--- src/rtl/mrv32_pkg.sv ---
// Shared constants and types for the mrv32 memory subsystem.
package mrv32_pkg;

  // Port B byte-address width.
  localparam int ADDR_WIDTH = 32;

  // All-zero strobe marks a read.
  localparam logic [3:0] WSTRB_NONE = 4'b0000;

  // Default number of Port B reads allowed in flight.
  localparam int PORTB_ARB_MAX_OUTSTANDING = 2;

  // Port B requester identity, also stored as the read-owner tag.
  typedef enum logic {
    ARB_M0 = 1'b0,
    ARB_M1 = 1'b1
  } arb_id_t;

endpackage

--- src/rtl/mrv32_tag_fifo.sv ---
// Small synchronous FIFO holding read-owner tags.
// A push into a full FIFO is accepted when a pop happens in the same cycle.
module mrv32_tag_fifo #(
  parameter int DEPTH = 2,
  parameter int WIDTH = 1
) (
  input  logic                         clk,
  input  logic                         rst_n,
  input  logic                         push,
  input  logic                         pop,
  input  logic [WIDTH-1:0]             din,
  output logic [WIDTH-1:0]             head,
  output logic [$clog2(DEPTH+1)-1:0]   count,
  output logic                         full,
  output logic                         empty
);

  localparam int PTR_W = (DEPTH > 1) ? $clog2(DEPTH) : 1;
  localparam int CNT_W = $clog2(DEPTH + 1);

  logic [WIDTH-1:0] mem_q [DEPTH];
  logic [WIDTH-1:0] mem_d [DEPTH];
  logic [PTR_W-1:0] wr_ptr_q, wr_ptr_d;
  logic [PTR_W-1:0] rd_ptr_q, rd_ptr_d;
  logic [CNT_W-1:0] count_q, count_d;
  logic             do_push, do_pop;

  function automatic logic [PTR_W-1:0] ptr_inc(input logic [PTR_W-1:0] p);
    return (p == PTR_W'(DEPTH - 1)) ? '0 : p + PTR_W'(1);
  endfunction

  // Next-state for storage, pointers and occupancy.
  always_comb begin
    do_pop   = pop & (count_q != '0);
    do_push  = push & ((count_q != CNT_W'(DEPTH)) | do_pop);
    mem_d    = mem_q;
    wr_ptr_d = wr_ptr_q;
    rd_ptr_d = rd_ptr_q;
    count_d  = count_q;
    if (do_push) begin
      mem_d[wr_ptr_q] = din;
      wr_ptr_d        = ptr_inc(wr_ptr_q);
    end
    if (do_pop) begin
      rd_ptr_d = ptr_inc(rd_ptr_q);
    end
    case ({do_push, do_pop})
      2'b10:   count_d = count_q + CNT_W'(1);
      2'b01:   count_d = count_q - CNT_W'(1);
      default: count_d = count_q;
    endcase
  end

  // FIFO state registers.
  always_ff @(posedge clk or negedge rst_n) begin
    if (!rst_n) begin
      for (int i = 0; i < DEPTH; i++) mem_q[i] <= '0;
      wr_ptr_q <= '0;
      rd_ptr_q <= '0;
      count_q  <= '0;
    end else begin
      mem_q    <= mem_d;
      wr_ptr_q <= wr_ptr_d;
      rd_ptr_q <= rd_ptr_d;
      count_q  <= count_d;
    end
  end

  assign head  = mem_q[rd_ptr_q];
  assign count = count_q;
  assign full  = (count_q == CNT_W'(DEPTH));
  assign empty = (count_q == '0);

endmodule

--- src/rtl/mrv32_portb_arb.sv ---
// Port B arbiter: shares the data-memory Port B between the LSU (M0) and the
// debug/loader master (M1). Round-robin grant per request with zero-cycle
// forwarding; read owners are queued in order so responses return to the issuer.
// Optional statistics counters are built when MRV32_PORTB_ARB_STATS_EN is defined.
module mrv32_portb_arb #(
  parameter int ADDR_WIDTH      = mrv32_pkg::ADDR_WIDTH,
  parameter int MAX_OUTSTANDING = mrv32_pkg::PORTB_ARB_MAX_OUTSTANDING
) (
  input  logic                  clk,
  input  logic                  rst_n,
  input  logic                  m0_valid,
  output logic                  m0_ready,
  input  logic [ADDR_WIDTH-1:0] m0_addr,
  input  logic [31:0]           m0_wdata,
  input  logic [3:0]            m0_wstrb,
  output logic [31:0]           m0_rdata,
  output logic                  m0_rvalid,
  input  logic                  m1_valid,
  output logic                  m1_ready,
  input  logic [ADDR_WIDTH-1:0] m1_addr,
  input  logic [31:0]           m1_wdata,
  input  logic [3:0]            m1_wstrb,
  output logic [31:0]           m1_rdata,
  output logic                  m1_rvalid,
  output logic                  b_valid,
  output logic [ADDR_WIDTH-1:0] b_addr,
  output logic [31:0]           b_wdata,
  output logic [3:0]            b_wstrb,
  input  logic [31:0]           b_rdata,
  input  logic                  b_rvalid,
`ifdef MRV32_PORTB_ARB_STATS_EN
  output logic [31:0]           stat_m0_grants,
  output logic [31:0]           stat_m1_grants,
  output logic [31:0]           stat_conflicts,
`endif
  output logic                  err_stray_rsp
);

  import mrv32_pkg::*;

  localparam int CNT_W = $clog2(MAX_OUTSTANDING + 1);

  logic             m0_is_rd, m1_is_rd;
  logic             m0_elig, m1_elig;
  logic             pop_ok, stray, can_push;
  logic             grant_any, push;
  arb_id_t          winner;
  arb_id_t          head_id;
  logic [0:0]       push_tag;
  logic [0:0]       fifo_head;
  logic [CNT_W-1:0] fifo_count;
  logic             fifo_full, fifo_empty;
  arb_id_t          rr_last_q, rr_last_d;
  logic             err_q, err_d;

  // Classify requests, decide eligibility and pick the round-robin winner.
  always_comb begin
    m0_is_rd  = (m0_wstrb == WSTRB_NONE);
    m1_is_rd  = (m1_wstrb == WSTRB_NONE);
    pop_ok    = b_rvalid & ~fifo_empty;
    stray     = b_rvalid & (fifo_count == '0);
    // A response popping this cycle frees a slot for a new read.
    can_push  = ~fifo_full | pop_ok;
    m0_elig   = m0_valid & (~m0_is_rd | can_push);
    m1_elig   = m1_valid & (~m1_is_rd | can_push);
    grant_any = m0_elig | m1_elig;
    if (m0_elig && m1_elig) begin
      winner = (rr_last_q == ARB_M0) ? ARB_M1 : ARB_M0;
    end else if (m0_elig) begin
      winner = ARB_M0;
    end else begin
      winner = ARB_M1;
    end
    push     = grant_any & ((winner == ARB_M0) ? m0_is_rd : m1_is_rd);
    push_tag = winner;
  end

  // Forward the winning request to Port B and route responses to the owner.
  always_comb begin
    b_valid  = grant_any;
    b_addr   = '0;
    b_wdata  = '0;
    b_wstrb  = '0;
    if (grant_any) begin
      if (winner == ARB_M0) begin
        b_addr  = m0_addr;
        b_wdata = m0_wdata;
        b_wstrb = m0_wstrb;
      end else begin
        b_addr  = m1_addr;
        b_wdata = m1_wdata;
        b_wstrb = m1_wstrb;
      end
    end
    m0_ready  = grant_any & (winner == ARB_M0);
    m1_ready  = grant_any & (winner == ARB_M1);
    head_id   = arb_id_t'(fifo_head);
    m0_rvalid = pop_ok & (head_id == ARB_M0);
    m1_rvalid = pop_ok & (head_id == ARB_M1);
    m0_rdata  = b_rdata;
    m1_rdata  = b_rdata;
  end

  mrv32_tag_fifo #(
    .DEPTH (MAX_OUTSTANDING),
    .WIDTH (1)
  ) u_tag_fifo (
    .clk   (clk),
    .rst_n (rst_n),
    .push  (push),
    .pop   (pop_ok),
    .din   (push_tag),
    .head  (fifo_head),
    .count (fifo_count),
    .full  (fifo_full),
    .empty (fifo_empty)
  );

  // Round-robin history and the sticky stray-response flag.
  always_comb begin
    rr_last_d = grant_any ? winner : rr_last_q;
    err_d     = err_q | stray;
  end

  // Arbiter state registers; rr_last starts at M1 so M0 wins the first tie.
  always_ff @(posedge clk or negedge rst_n) begin
    if (!rst_n) begin
      rr_last_q <= ARB_M1;
      err_q     <= 1'b0;
    end else begin
      rr_last_q <= rr_last_d;
      err_q     <= err_d;
    end
  end

  assign err_stray_rsp = err_q;

`ifdef MRV32_PORTB_ARB_STATS_EN
  logic [31:0] stat_m0_q, stat_m0_d;
  logic [31:0] stat_m1_q, stat_m1_d;
  logic [31:0] stat_cf_q, stat_cf_d;

  // Wrapping event counters: grants per requester and two-way conflicts.
  always_comb begin
    stat_m0_d = stat_m0_q + {31'd0, m0_ready};
    stat_m1_d = stat_m1_q + {31'd0, m1_ready};
    stat_cf_d = stat_cf_q + {31'd0, (m0_elig & m1_elig)};
  end

  // Statistics registers.
  always_ff @(posedge clk or negedge rst_n) begin
    if (!rst_n) begin
      stat_m0_q <= '0;
      stat_m1_q <= '0;
      stat_cf_q <= '0;
    end else begin
      stat_m0_q <= stat_m0_d;
      stat_m1_q <= stat_m1_d;
      stat_cf_q <= stat_cf_d;
    end
  end

  assign stat_m0_grants = stat_m0_q;
  assign stat_m1_grants = stat_m1_q;
  assign stat_conflicts = stat_cf_q;
`endif

endmodule

--- config.mk ---
export PLATFORM = sky130hd
export DESIGN_NAME = mrv32_portb_arb
export DESIGN_NICKNAME = d
export VERILOG_FILES = /design/src/rtl/mrv32_pkg.sv /design/src/rtl/mrv32_tag_fifo.sv /design/src/rtl/mrv32_portb_arb.sv
export SDC_FILE = /design/constraint.sdc
export NUM_CORES = 1
export LEC_CHECK = 0
export ABC_CLOCK_PERIOD_IN_PS = 1800
export BUFFER_PORTS_ARGS = -buffer_cell sky130_fd_sc_hd__buf_2
export CORE_AREA = 2 2 122 124
export DETAILED_ROUTE_END_ITERATION = 8
export DIE_AREA = 0 0 124 126
export SLEW_MARGIN = 20
export SYNTH_ARGS = -nofsm -noshare
export SYNTH_HDL_FRONTEND = slang
export SYNTH_SLANG_ARGS = --single-unit
--- constraint.sdc ---
create_clock -name clk -period 1.8 [get_ports clk]
set_clock_uncertainty 0.05 [all_clocks]
set_input_delay 0.09 -clock clk [delete_from_list [all_inputs] [get_ports clk]]
set_output_delay 0.09 -clock clk [all_outputs]
set_load 0.005 [all_outputs]
==> metrics.txt <==
Hold WS=0.0762 ns; Worst Path Max Fanout=35; Clock Latency Late Sink=0.23 ns; Slew HR=72.5%; post-synthesis cell area=1650 µm²; period utilization=109%; gpl congestion=0.786; Core Util, Final=19.0%; die area=15600 µm²; flop and latch count out of synthesis=8; wire per inst=12.1 µm; Max VDD drop=0.373 mV; max-cap viol count=0; initial DRC count=54; HP Class=primary input to flop; final setup TNS=-8.96 ns; fmax=510 MHz; CTS buffer count=3; DR vias/cell=3.80; clock sinks=8; TritonCTS clock tree=built; P per Cell Area=636 nW/µm²; Netlist cell types=30; die extent in y=126 µm; DRC=0; area growth from synthesis to layout=64.7%; Post-DRT Antenna Nets=0; DR pass1 iterations=4; clk root buf=clkbuf_16; mean post-synth cell area=8.80 µm²; RSZ-0062 raised after global routing=true; Yosys Warn Count=0; htree depth=1; Design Power=1.73 mW; Mapped Nets=362; first-pass GRT wire length=8000 µm; fin. max-slew vios=0; Total Routing Usage GR=6.35%; share of post-route cells with drive strength above 1=71.0%; CTS max path bufs=2; # placed instances=519; run status=finished with violations; initial antenna violation count=0; Die Span X=124 µm; nets=520; crit path kind=flop to primary output; startpoint types=flop; Final Hold Vio Count=0; Setup violations, final=70; final cell count without fillers=529; fillcell total=1629; failing checks=negative setup slack; Crit path required time=1.66 ns; largest net degree at the start of global routing=38; Syn Inst Count=188; Antenna Cells=0; Critical Path Sink Type=primary output; via count=2008; clock-pin slew on the worst setup and hold paths=0.03 ns; I/O Buffers=214; vias in the first global route=1735; num rows=44; register area share after synthesis=12.2%; P_leak=1.50 nW; Worst Path Arrival=1.82 ns; Initial Utilization=11.6%; final setup margin=-0.162 ns; Final min period=1.96 ns; hpwl dp=4900 µm; I/O pin total=311; Least-Margin Pin Slew=0.408 ns; Routed WL=6400 µm; core area=14300 µm²; global route total overflow=0
==> sequential cells by signal, summed over array words and instances, names as in the netlist <==
signal / flops
u_tag_fifo.count: 2
u_tag_fifo.mem_q: 2
err_stray_rsp: 1
rr_last_q: 1
u_tag_fifo.rd_ptr_q: 1
u_tag_fifo.wr_ptr_q: 1
==> synthesized netlist by cell type <==
cell,n,area (µm²)
nor2b_1,1,6.26
or2_1,1,6.26
buf_6,1,11.3
o31ai_1,1,7.51
a21boi_0,1,7.51
a21boi_2,1,11.3
nor4_2,1,12.5
nor2_1,3,11.3
xor2_1,1,8.76
a21bo_1,1,10.0
nand2b_1,3,18.8
buf_2,1,5.00
o21a_1,1,7.51
nor4_1,1,6.26
a32o_1,4,40.0
o31ai_2,2,25.0
nor3b_2,1,12.5
buf_4,77,578
dfstp_2,1,26.3
a21oi_1,1,5.00
mux2i_1,2,20.0
nand2_1,1,3.75
dfrtp_1,7,175
xnor2_1,4,35.0
a32oi_1,1,8.76
a22o_1,64,561
inv_1,1,3.75
o21ai_0,2,10.0
ha_1,1,12.5
a21o_1,1,7.51
==> path summary, 6_finish.rpt <==
| kind | start | to | slack [ns] | cells past startpoint |
|---|---|---|---|---|
| max in group asynchronous | rst_n | rr_last_q | 1.27 | 2 |
| worst min-delay path | b_rvalid | err_stray_rsp | 0.08 | 2 |
| worst max-delay path | u_tag_fifo.count[1] | b_wdata[18] | -0.16 | 7 |
| worst max register to register | rr_last_q | u_tag_fifo.count[1] | 0.05 | 7 |
| worst min register to register | err_stray_rsp | err_stray_rsp | 0.40 | 1 |
| min in group asynchronous | rst_n | u_tag_fifo.rd_ptr_q | 0.18 | 2 |
==> layout by cell type, fill, tap and decap left out, drive strengths merged <==
cell and n:
a22o 64, nor2b 1, a32oi 1, nand2 1, o21ai 2, inv 1, nor2 3, a32o 4
dfrtp 7, nand2b 3, ha 1, dlygate4sd3 1, a21bo 1, xnor2 4, buf 229, nor3b 1
xor2 1, or2 1, mux2i 2, o21a 1, dfstp 1, clkbuf 6, a21o 1, o31ai 3
a21oi 1, a21boi 2, nor4 2
==> power by group <==
part	total, mW	internal [mW]	switching (mW)
Combinational	1.03	0.598	0.437
Clock	0.385	0.295	0.0895
Sequential	0.313	0.255	0.0574
==> layer usage <==
layer / vias up / global-route usage (%) / routed length (µm)
met4: 0 / 2.91 / 147
met2: 147 / 12.5 / 3360
met1: 878 / 6.08 / 2220
met5: - / 0 / 0
met3: 18 / 1.36 / 670
li1: 965 / - / -
==> kinds of logic (layout without fill, tap and decap cells) <==
| kind of cell | count (synthesis) | after routing | share of synthesized area [%] |
|---|---|---|---|
| buffers and inverters | 80 | 237 | 36.2 |
| and+or+nand+nor | 12 | 12 | 4.69 |
| AOI/OAI and AO/OA | 80 | 80 | 42.4 |
| xor gates and xnor gates | 5 | 5 | 2.65 |
| adders and majority gates | 1 | 1 | 0.756 |
| DFF | 8 | 8 | 12.2 |
| muxes | 2 | 2 | 1.21 |
==> layout make-up <==
type	instances	area, µm²	area share [%]
repair buffers	232	1300	47.7
flip-flops and latches	8	201	7.40
inverters	1	3.75	0.138
well taps	184	230	8.45
multi-input cells	100	910	33.4
clock buffers	4	78.8	2.89
==> through the flow <==
step	setup slack, ns	area, µm²
6_report	-0.162	2720
3_3_place_gp	0.0638	2510
2_1_floorplan	0.0335	1650
3_5_place_dp	0.0568	2510
4_1_cts	-0.184	2620
5_1_grt	-0.275	2720
==> repair_timing <==
item,4_1_cts,5_1_grt
hold endpoints to repair,8,0
gates cloned,0,2
resized for setup,2,5
setup buffers,0,3
pin swaps,0,3
hold buffers,1,0
endpoints found under the setup margin,70,71
==> critical path, stage by stage, from the launching register on <==
cell     delay (ns)
dfrtp_1        0.38
nor3b_4        0.17
a21bo_1        0.21
buf_4          0.15
a21oi_4        0.18
buf_12         0.21
a22o_1         0.17
buf_2          0.11
Power figures use the tool's default switching activity.
